[config.mk]
export PLATFORM = sky130hd
export DESIGN_NAME = mc_control_unit
export DESIGN_NICKNAME = d
export VERILOG_FILES = /design/src/rtl/ctrl_pkg.sv /design/src/rtl/mc_wait_timer.sv /design/src/rtl/mc_control_unit.sv
export SDC_FILE = /design/constraint.sdc
export NUM_CORES = 1
export LEC_CHECK = 0
export ABC_AREA = 1
export BUFFER_PORTS_ARGS = -buffer_cell sky130_fd_sc_hd__buf_4
export CORE_MARGIN = 3
export CORE_UTILIZATION = 45
export CTS_BUF_LIST = sky130_fd_sc_hd__clkbuf_2
export DETAILED_ROUTE_END_ITERATION = 8
export HOLD_SLACK_MARGIN = 0.1
export PLACE_DENSITY = 0.79
export SLEW_MARGIN = 10
export SYNTH_ARGS = -nofsm -noshare
export SYNTH_HDL_FRONTEND = slang
export SYNTH_HIERARCHICAL = 1
export SYNTH_SLANG_ARGS = --single-unit
[constraint.sdc]
create_clock -name clk -period 2.6 [get_ports clk]
set_input_delay 0.26 -clock clk [delete_from_list [all_inputs] [get_ports clk]]
set_output_delay 0.26 -clock clk [all_outputs]
set_load 0.01 [all_outputs]
[src/rtl/ctrl_pkg.sv]
// +-----------------------------------------------------------------------------
// | ctrl_pkg : shared opcode, datapath-select, state and trap-cause encodings
// | Revision : 1.0
// +-----------------------------------------------------------------------------
`default_nettype none

package ctrl_pkg;

  typedef enum logic [6:0] {
    OPC_LOAD   = 7'b0000011,
    OPC_OP_IMM = 7'b0010011,
    OPC_AUIPC  = 7'b0010111,
    OPC_STORE  = 7'b0100011,
    OPC_OP     = 7'b0110011,
    OPC_LUI    = 7'b0110111,
    OPC_BRANCH = 7'b1100011,
    OPC_JALR   = 7'b1100111,
    OPC_JAL    = 7'b1101111,
    OPC_SYSTEM = 7'b1110011
  } opcode_e;

  localparam logic       ADDR_PC_OUT  = 1'b0;
  localparam logic       ADDR_ALU_OUT = 1'b1;

  localparam logic [1:0] REG_SRC_ALU  = 2'd1;
  localparam logic [1:0] REG_SRC_MEM  = 2'd2;
  localparam logic [1:0] REG_SRC_PC   = 2'd3;

  localparam logic [1:0] SRCA_RS1     = 2'd1;
  localparam logic [1:0] SRCA_CURR_PC = 2'd2;
  localparam logic [1:0] SRCA_OLD_PC  = 2'd3;

  localparam logic [1:0] SRCB_RS2     = 2'd1;
  localparam logic [1:0] SRCB_IMMED   = 2'd2;
  localparam logic [1:0] SRCB_FOUR    = 2'd3;

  localparam logic [1:0] ALU_ADD      = 2'd0;
  localparam logic [1:0] ALU_FUNCT    = 2'd1;
  localparam logic [1:0] ALU_BRANCH   = 2'd2;
  localparam logic [1:0] ALU_PASS_B   = 2'd3;

  typedef enum logic [2:0] {
    S_FETCH   = 3'd0,
    S_DECODE  = 3'd1,
    S_EXECUTE = 3'd2,
    S_MEM     = 3'd3,
    S_WB      = 3'd4,
    S_BR_TGT  = 3'd5,
    S_HALT    = 3'd6
  } state_e;

  typedef enum logic [2:0] {
    TRAP_NONE    = 3'd0,
    TRAP_ILLEGAL = 3'd1,
    TRAP_MEM_ERR = 3'd2,
    TRAP_TIMEOUT = 3'd3,
    TRAP_EXT_ERR = 3'd4,
    TRAP_SYSTEM  = 3'd5
  } trap_cause_e;

endpackage

`default_nettype wire

[src/rtl/mc_wait_timer.sv]
// +-----------------------------------------------------------------------------
// | mc_wait_timer : counts unacknowledged request cycles, flags memory timeout
// | Revision : 1.0
// +-----------------------------------------------------------------------------
`default_nettype none

module mc_wait_timer #(
  parameter int MEM_TIMEOUT = 16
) (
  input  logic clk,
  input  logic rst,
  input  logic clr_i,
  input  logic req_i,
  input  logic ack_i,
  output logic timeout_o
);

  localparam int CW = 16;
  localparam logic [CW-1:0] LIMIT = CW'(MEM_TIMEOUT - 1);

  logic [CW-1:0] cnt_q, cnt_d;

  always_comb begin
    cnt_d = cnt_q;
    if (clr_i || ack_i) begin
      cnt_d = '0;
    end else if (req_i && (cnt_q != '1)) begin
      cnt_d = cnt_q + CW'(1);
    end
  end

  // Fires in the MEM_TIMEOUT-th waiting cycle; an ack in that same cycle wins.
  assign timeout_o = req_i && !ack_i && (cnt_q >= LIMIT);

  always_ff @(posedge clk) begin
    if (rst) begin
      cnt_q <= '0;
    end else begin
      cnt_q <= cnt_d;
    end
  end

endmodule

`default_nettype wire

[src/rtl/mc_control_unit.sv]
// +-----------------------------------------------------------------------------
// | mc_control_unit : multicycle RV32I control FSM with traps and memory timeout
// | Optional performance counters enabled by defining CTRL_PERF_CNT_EN.
// | Revision : 1.0
// +-----------------------------------------------------------------------------
`default_nettype none

module mc_control_unit
  import ctrl_pkg::*;
#(
  parameter int MEM_TIMEOUT = 16,
  parameter int CNT_W       = 32
) (
  input  logic             clk,
  input  logic             rst,
  input  logic [6:0]       opcode,
  input  logic             branch_taken,
  input  logic             mem_ack,
  input  logic             mem_err,
  input  logic             error,
  output logic             mem_req,
  output logic             pcUpdate,
  output logic             irWrite,
  output logic             addrSrc,
  output logic             memWrite,
  output logic             memRead,
  output logic             regWrite,
  output logic [1:0]       regSrc,
  output logic [1:0]       aluSrcA,
  output logic [1:0]       aluSrcB,
  output logic [1:0]       aluCtrl,
  output logic             halted,
  output logic [2:0]       trap_cause,
  output logic [CNT_W-1:0] cycle_count,
  output logic [CNT_W-1:0] instret_count
);

  state_e      state_q, state_d;
  trap_cause_e trap_cause_q, trap_cause_d, halt_cause;
  logic        halted_q;
  logic        req_active;
  logic        timeout;
  logic        timer_clr;

  // Kept separate from mem_req so the timer path does not loop through the FSM block.
  assign req_active = (state_q == S_FETCH) || (state_q == S_MEM);
  assign timer_clr  = (state_d != state_q) && ((state_d == S_FETCH) || (state_d == S_MEM));

  mc_wait_timer #(
    .MEM_TIMEOUT(MEM_TIMEOUT)
  ) u_wait_timer (
    .clk      (clk),
    .rst      (rst),
    .clr_i    (timer_clr),
    .req_i    (req_active),
    .ack_i    (mem_ack && req_active),
    .timeout_o(timeout)
  );

  always_comb begin
    mem_req    = 1'b0;
    pcUpdate   = 1'b0;
    irWrite    = 1'b0;
    addrSrc    = ADDR_PC_OUT;
    memWrite   = 1'b0;
    memRead    = 1'b0;
    regWrite   = 1'b0;
    regSrc     = 2'd0;
    aluSrcA    = 2'd0;
    aluSrcB    = 2'd0;
    aluCtrl    = 2'd0;
    state_d    = state_q;
    halt_cause = TRAP_NONE;

    case (state_q)
      S_FETCH: begin
        mem_req = 1'b1;
        memRead = 1'b1;
        addrSrc = ADDR_PC_OUT;
        if (mem_ack) state_d = S_DECODE;
      end
      S_DECODE: begin
        irWrite  = 1'b1;
        pcUpdate = 1'b1;
        aluSrcA  = SRCA_CURR_PC;
        aluSrcB  = SRCB_FOUR;
        aluCtrl  = ALU_ADD;
        state_d  = S_EXECUTE;
      end
      S_EXECUTE: begin
        state_d = S_FETCH;
        case (opcode)
          OPC_LUI: begin
            aluSrcB  = SRCB_IMMED;
            aluCtrl  = ALU_PASS_B;
            regSrc   = REG_SRC_ALU;
            regWrite = 1'b1;
          end
          OPC_AUIPC: begin
            aluSrcA  = SRCA_OLD_PC;
            aluSrcB  = SRCB_IMMED;
            aluCtrl  = ALU_ADD;
            regSrc   = REG_SRC_ALU;
            regWrite = 1'b1;
          end
          OPC_JAL: begin
            aluSrcA  = SRCA_OLD_PC;
            aluSrcB  = SRCB_IMMED;
            aluCtrl  = ALU_ADD;
            regSrc   = REG_SRC_PC;
            pcUpdate = 1'b1;
            regWrite = 1'b1;
          end
          OPC_JALR: begin
            aluSrcA  = SRCA_RS1;
            aluSrcB  = SRCB_IMMED;
            aluCtrl  = ALU_ADD;
            regSrc   = REG_SRC_PC;
            pcUpdate = 1'b1;
            regWrite = 1'b1;
          end
          OPC_OP_IMM: begin
            aluSrcA  = SRCA_RS1;
            aluSrcB  = SRCB_IMMED;
            aluCtrl  = ALU_FUNCT;
            regSrc   = REG_SRC_ALU;
            regWrite = 1'b1;
          end
          OPC_OP: begin
            aluSrcA  = SRCA_RS1;
            aluSrcB  = SRCB_RS2;
            aluCtrl  = ALU_FUNCT;
            regSrc   = REG_SRC_ALU;
            regWrite = 1'b1;
          end
          OPC_LOAD, OPC_STORE: begin
            aluSrcA = SRCA_RS1;
            aluSrcB = SRCB_IMMED;
            aluCtrl = ALU_ADD;
            state_d = S_MEM;
          end
          OPC_BRANCH: begin
            aluSrcA = SRCA_RS1;
            aluSrcB = SRCB_RS2;
            aluCtrl = ALU_BRANCH;
            state_d = branch_taken ? S_BR_TGT : S_FETCH;
          end
          OPC_SYSTEM: begin
            state_d    = S_HALT;
            halt_cause = TRAP_SYSTEM;
          end
          default: begin
            state_d    = S_HALT;
            halt_cause = TRAP_ILLEGAL;
          end
        endcase
      end
      S_MEM: begin
        mem_req = 1'b1;
        addrSrc = ADDR_ALU_OUT;
        if (opcode == OPC_STORE) memWrite = 1'b1;
        else                     memRead  = 1'b1;
        if (mem_ack) state_d = (opcode == OPC_STORE) ? S_FETCH : S_WB;
      end
      S_WB: begin
        regSrc   = REG_SRC_MEM;
        regWrite = 1'b1;
        state_d  = S_FETCH;
      end
      S_BR_TGT: begin
        aluSrcA  = SRCA_OLD_PC;
        aluSrcB  = SRCB_IMMED;
        aluCtrl  = ALU_ADD;
        pcUpdate = 1'b1;
        state_d  = S_FETCH;
      end
      S_HALT:  state_d = S_HALT;
      default: state_d = S_HALT;
    endcase

    // Trap priority: external error, then bus error on a live request, then timeout.
    if (state_q != S_HALT) begin
      if (error) begin
        state_d    = S_HALT;
        halt_cause = TRAP_EXT_ERR;
      end else if (mem_err && req_active) begin
        state_d    = S_HALT;
        halt_cause = TRAP_MEM_ERR;
      end else if (timeout) begin
        state_d    = S_HALT;
        halt_cause = TRAP_TIMEOUT;
      end
    end
  end

  assign trap_cause_d = ((state_q != S_HALT) && (state_d == S_HALT)) ? halt_cause : trap_cause_q;

  always_ff @(posedge clk) begin
    if (rst) begin
      state_q      <= S_FETCH;
      trap_cause_q <= TRAP_NONE;
      halted_q     <= 1'b0;
    end else begin
      state_q      <= state_d;
      trap_cause_q <= trap_cause_d;
      halted_q     <= (state_d == S_HALT);
    end
  end

  assign halted     = halted_q;
  assign trap_cause = trap_cause_q;

`ifdef CTRL_PERF_CNT_EN
  logic [CNT_W-1:0] cycle_q, instret_q;
  logic             retire;

  assign retire = (state_d == S_FETCH) &&
                  ((state_q == S_EXECUTE) || (state_q == S_WB) ||
                   (state_q == S_BR_TGT)  || (state_q == S_MEM));

  always_ff @(posedge clk) begin
    if (rst) begin
      cycle_q   <= '0;
      instret_q <= '0;
    end else begin
      if (state_q != S_HALT) cycle_q   <= cycle_q + CNT_W'(1);
      if (retire)            instret_q <= instret_q + CNT_W'(1);
    end
  end

  assign cycle_count   = cycle_q;
  assign instret_count = instret_q;
`else
  assign cycle_count   = '0;
  assign instret_count = '0;
`endif

endmodule

`default_nettype wire

* Word level (Yosys, flattened, before mapping) *
Cells that the tools add are included.

storage, ports and cells
  register bits = 23
  bits of input ports = 13
  logic and storage cells = 88

operators by class
  multiplexer cells = 35
  add/sub/neg operators = 1
  order comparisons = 1
  equality and inequality tests = 20
  reductions and logical operators = 27

operators by type and width
  kind                                                                    number
  3-bit two-way mux                                                       13
  7-bit equality test, second input constant                              4
  7-bit by 6-bit equality test with 1-bit output, second input constant   3
  2-bit one-hot mux with 3 select lines                                   3
  2-bit OR reduction                                                      9
  16-bit by 1-bit adder with 16-bit output, second input constant         1
  16-bit by 4-bit >= comparator with 1-bit output, second input constant  1
  16-bit inequality test, second input constant                           1
  2-bit one-hot mux with 2 select lines                                   4
  3-bit one-hot mux with 5 select lines                                   1
  7-bit by 5-bit equality test with 1-bit output, second input constant   2
  6-bit OR reduction                                                      2
  3-bit by 2-bit equality test with 1-bit output, second input constant   3
  3-bit equality test, second input constant                              3
  3-bit one-hot mux with 3 select lines                                   1
  9-bit OR reduction                                                      1
  1-bit two-way mux                                                       8
  7-bit by 2-bit equality test with 1-bit output, second input constant   1
  1-bit logical AND                                                       7
  7-bit OR reduction                                                      1
  3-bit logical NOT                                                       2
  1-bit one-hot mux with 2 select lines                                   3
  3-bit one-hot mux with 2 select lines                                   1
  4-bit OR reduction                                                      1
  other kinds (6)                                                         8

* Depth between registers and ports, before layout *
  word-level depth = 15
  gate-level depth with buffers = 19

* Hierarchy *
Netlist, hierarchy kept.

modules (own cells, without submodules)
  module           cells an instance  area an instance (sq um)  seq. area each (sq um)  instances
  mc_control_unit  207                1267.5                    140.1                   1
  mc_wait_timer    168                1039.7                    320.3                   1

* Worst setup path before layout *
No wires, ideal clock.

  path type = register to register
  start = reg state_q[0]
  end = reg u_wait_timer.cnt_q[11]
  stages on the path, launching flop included = 18
  setup time = 0.064 ns
  path slack = 0.025 ns
  data arrival time = 2.511 ns
  cell sequence = dfxtp_1 -> nand3_2 -> nand2_4 -> buf_2 -> inv_1 -> or2_2 -> a31oi_1 -> inv_1 -> nand2_4 -> nor2_8 -> nand3_1 -> nand2_1 -> nor2_1 -> a21oi_2 -> nor3_4 -> buf_4 -> nand2_1 -> nor2_1

on the way
  word-level cells in the longest chain between the ends = 15
  elaborated cells on any way between the ends = 29
  those cells by class = eq/ne: 8; mux: 7; reduce/logical: 14

ends and longest elaborated chain
  what                                                                                        line                    RTL
  start, declared                                                                             mc_control_unit.sv:38   state_e state_q, state_d;
  start signal, assigned                                                                      mc_control_unit.sv:204  state_q <= state_d;
  3-bit by 2-bit equality test with 1-bit output / 3-bit logical NOT (equally long branches)  mc_control_unit.sv:46   assign req_active = (state_q == S_FETCH) || (state_q == S_MEM);
  1-bit logical OR (*)                                                                        mc_control_unit.sv:46
  1-bit logical AND                                                                           mc_control_unit.sv:56   .ack_i (mem_ack && req_active),
  1-bit logical NOT                                                                           mc_wait_timer.sv:33     assign timeout_o = req_i && !ack_i && (cnt_q >= LIMIT);
  1-bit logical AND (*) (2 in series)                                                         mc_wait_timer.sv:33
  via timeout                                                                                 mc_control_unit.sv:42   logic timeout;
  3-bit two-way mux (*)                                                                       mc_control_unit.sv:189  end else if (timeout) begin
  3-bit two-way mux (*)                                                                       mc_control_unit.sv:186  end else if (mem_err && req_active) begin
  3-bit two-way mux (*)                                                                       mc_control_unit.sv:183  if (error) begin
  3-bit two-way mux (*)                                                                       mc_control_unit.sv:182  if (state_q != S_HALT) begin
  3-bit by 2-bit equality test with 1-bit output / 3-bit logical NOT (equally long branches)  mc_control_unit.sv:47   assign timer_clr = (state_d != state_q) && ((state_d == S_FETCH) || (state_d == S_MEM));
  1-bit logical OR                                                                            mc_control_unit.sv:47
  1-bit logical AND (*)                                                                       mc_control_unit.sv:47
  via timer_clr                                                                               mc_control_unit.sv:43   logic timer_clr;
  1-bit logical OR (*)                                                                        mc_wait_timer.sv:25     if (clr_i || ack_i) begin
  2-bit OR reduction (no source line) (*)                                                     n/a
  end signal, assigned                                                                        mc_wait_timer.sv:39     cnt_q <= cnt_d;
  end, declared                                                                               mc_wait_timer.sv:21     logic [CW-1:0] cnt_q, cnt_d;

The timed path passes the listed nets; every way through them passes the cells marked *.
A chain may end at the register's enable or synchronous reset.

* Worst setup path after layout *
  start = reg state_q[2]
  end = reg u_wait_timer.cnt_q[9]

Same word-level chain as after synthesis.

==> impl_results.md <==
- CP Class: flip-flop to flip-flop
- Fmax achieved: a little over 0.4 GHz
- Unrepaired setup endpoints after global routing: no
- Post-Route WL: 4920 µm
- Global-route usage over all layers: ~16%
- Hold path cells: 4
- Clk pin slew, worst setup/hold paths: 0.23 ns
- Leakage: about 1.3 nW
- Max incr delay on CP: 0.41 ns
- Ys Warns: 6
- CP Cell Sequence: inv_4, nand3_4, nand2_4, inv_1, or2_2, a31oi_2, inv_2, nand2_4, nor2_8, nand2_1, nor2_1, nor2_1, nand2_1, a21oi_2, nor3_4, buf_6, buf_4, inv_2, nor2_1
- Setup violators final: 0
- Critical path buffer and inverter count: 6
- DRC violations left: 0
- Detailed Routing Iterations Pass 1: 4
- DR vias: between 2,000 and 2,500
- Final core occ: 50.7%
- Buffers on Ports: 31
- R2r startpoint: state_q[2]$_SDFF_PP0_
- Die area: 6020 µm²
- Max FO, Critical Path: 8
- Largest net degree at the start of global routing: 17
- Vias in the first global route: about 1,900
- Initial Util: a little under half
- DRT antenna net count: 0
- First DRT Iteration DRCs: 101
- DP Wirelength: 3890 µm
- Worst hold path startpoint: error
- Placed Cells: 470
- Crit path required time: 2.89 ns
- Slowest stage cell, crit path: dfxtp_4
- VDD IR-drop max: ~0.28 mV
- Hold Crit Class: input port to flip-flop
- Die Span Y: 77.6 µm
- Power per cell area: about 320 nW/µm²
- Critical Path Source: state_q[2]$_SDFF_PP0_
- Synthesis-stage register bit count: 23
- Clock latency on the worst-skew pair: ~0.35 ns
- # nets final: 425
- Worst-Margin Slew: 0.490 ns
- Final non-filler cell total: 477
- Rows: 25
- Num CTS Buffers: 3
- Crit path depth: 19
- Synth Instances: ~380
- # diodes: 0
- GR Overflow Total: 0
- Final hold vios: 0
- Slew Limit Fails: 0
- Nature of the critical path endpoint: flip-flop
- Most frequent CP cell: nor2_1
- Max-cap violations: 0
- Core area: 4850 µm²
- CTS Buffer Depth: 2
- Crit path DAT: 2.74 ns
- I/O pins: between 90 and 100
- Status: finished clean
- Vias/cell: 4.58
- Ratio of cells with drive above 1 in the final layout: 20.5%
- Reg2reg path depth: 19
- Cell Area, Synth: 2310 µm²
- Final Power: 797 µW
- Synth Flop Type: dfxtp_1
- Synth cell types: 30
- Final min period: around 2.4 ns
- First-pass GRT wire length: ~8000 µm
- WL per Instance: 10.3 µm
- Gpl congestion: 0.885
- Crit path max-delay family: simple AND/OR/NAND/NOR gates
- Syn_area_per_cell: 6.15 µm²
- Max Clock Skew: roughly 0.011 ns
- Clock Tree Root: clkbuf_2
- Post-synthesis sequential area ratio: 20.0%
- Die X: 77.6 µm
- Post-synth EDFFs: 0
- Slew HR: 67.0%
- CTS H-tree depth: 1
- Initial antenna violation count: 0
- Sink Count: 23
- CTS tree: done
- Layout area overhead: 6.51%
- Part of the cycle the worst path needs: 94.1%
- Critical path startpoint category: flip-flop
- Async S/R FF share, synth: 0%
==> stage by stage <==
stage,setup slack (ns),setup TNS [ns],hold slack [ns],cell area [µm²]
final,0.154,0,0.186,2460
after global routing,0.00221,0,0.169,2460
after CTS,0.0259,0,0.171,2400
after detailed placement,-0.0495,-0.0755,0.459,2360
after global placement,0.104,0,0.452,2360
after floorplan,0.0252,0,0.329,2540
==> sequential cells by signal, indices dropped and copies added, names as in the netlist <==
register and cells:
state_q 3, u_wait_timer/cnt_q 16, halted 1, trap_cause 3
==> synth_stat cells, drive strengths merged (2+ instances only) <==
cell type	number	area, µm²
a21oi	17	88.8
buf	68	515
dfxtp	23	460
inv	36	138
nand2	100	413
nand3	29	170
nand3b	2	15.0
nand4	7	58.8
nor2	79	350
nor4	2	12.5
o21ai	5	25.0
==> worst paths after layout <==
| path | endpoint | slack (ns) |
|---|---|---|
| max reg2reg | u_wait_timer/cnt_q[9]$_SDFFE_PP0P_ | 0.15 |
| min reg2reg | trap_cause[0]$_SDFFE_PP0P_ | 0.48 |
| max | u_wait_timer/cnt_q[9]$_SDFFE_PP0P_ | 0.15 |
| min | trap_cause[1]$_SDFFE_PP0P_ | 0.19 |
==> cells by family (layout without fill, tap and decap cells) <==
| kind of cell | Yosys count | in the layout | share of synthesized area (%) |
|---|---|---|---|
| fa+ha+maj | 1 | 1 | 0.542 |
| flops | 23 | 23 | 20.0 |
| compound gates | 24 | 24 | 5.59 |
| buf+inv | 104 | 76 | 28.3 |
| other cells | 1 | 64 | 0.163 |
| simple gates | 222 | 222 | 45.4 |
==> layout by cell type, fill, tap and decap left out, types with 4 or more instances in the layout <==
master,instances
nand4_1,6
inv_1,25
dfxtp_1,20
inv_2,7
nand2_2,6
nor2_1,69
conb_1,64
clkbuf_2,4
inv_4,4
o21ai_0,5
nand3_2,4
buf_4,34
nor2_2,6
nand3_1,23
nand2_1,91
a21oi_1,15
==> per-layer routing <==
metal	GRT usage (%)	part of all wire (%)
met4	2.85	0.63
met3	3.36	7.5
met1	19.1	42
met5	0	0
met2	28.3	50
==> report_power, final <==
part | internal (mW) | switching (mW)
Clock | 0.0406 | 0.113
Combinational | 0.0910 | 0.173
Sequential | 0.366 | 0.0136
Total | 0.497 | 0.300
==> tightest hold or removal path: cells and delay by family <==
kind	cells	cell delay, ns
buf+inv	1	0.09
simple gates	2	0.11
compound gates	1	0.06
==> final cells by class <==
type	count	area, µm²
fillers	509	2390
clock buffers	4	20.0
flip-flops and latches	23	472
multi-input cells	311	1460
well taps	67	83.8
repair buffers	36	277
inverters	36	145
==> timing repair <==
action / in CTS / in global routing
buffers inserted: 0 / 1
resized for setup: 4 / 15
hold endpoints to repair: 4 / 0
gates cloned: 0 / 1
endpoints found under the setup margin: 15 / 16
pin swaps: 0 / 1
hold buffers: 1 / 0
(Power assumes the default switching activity.)
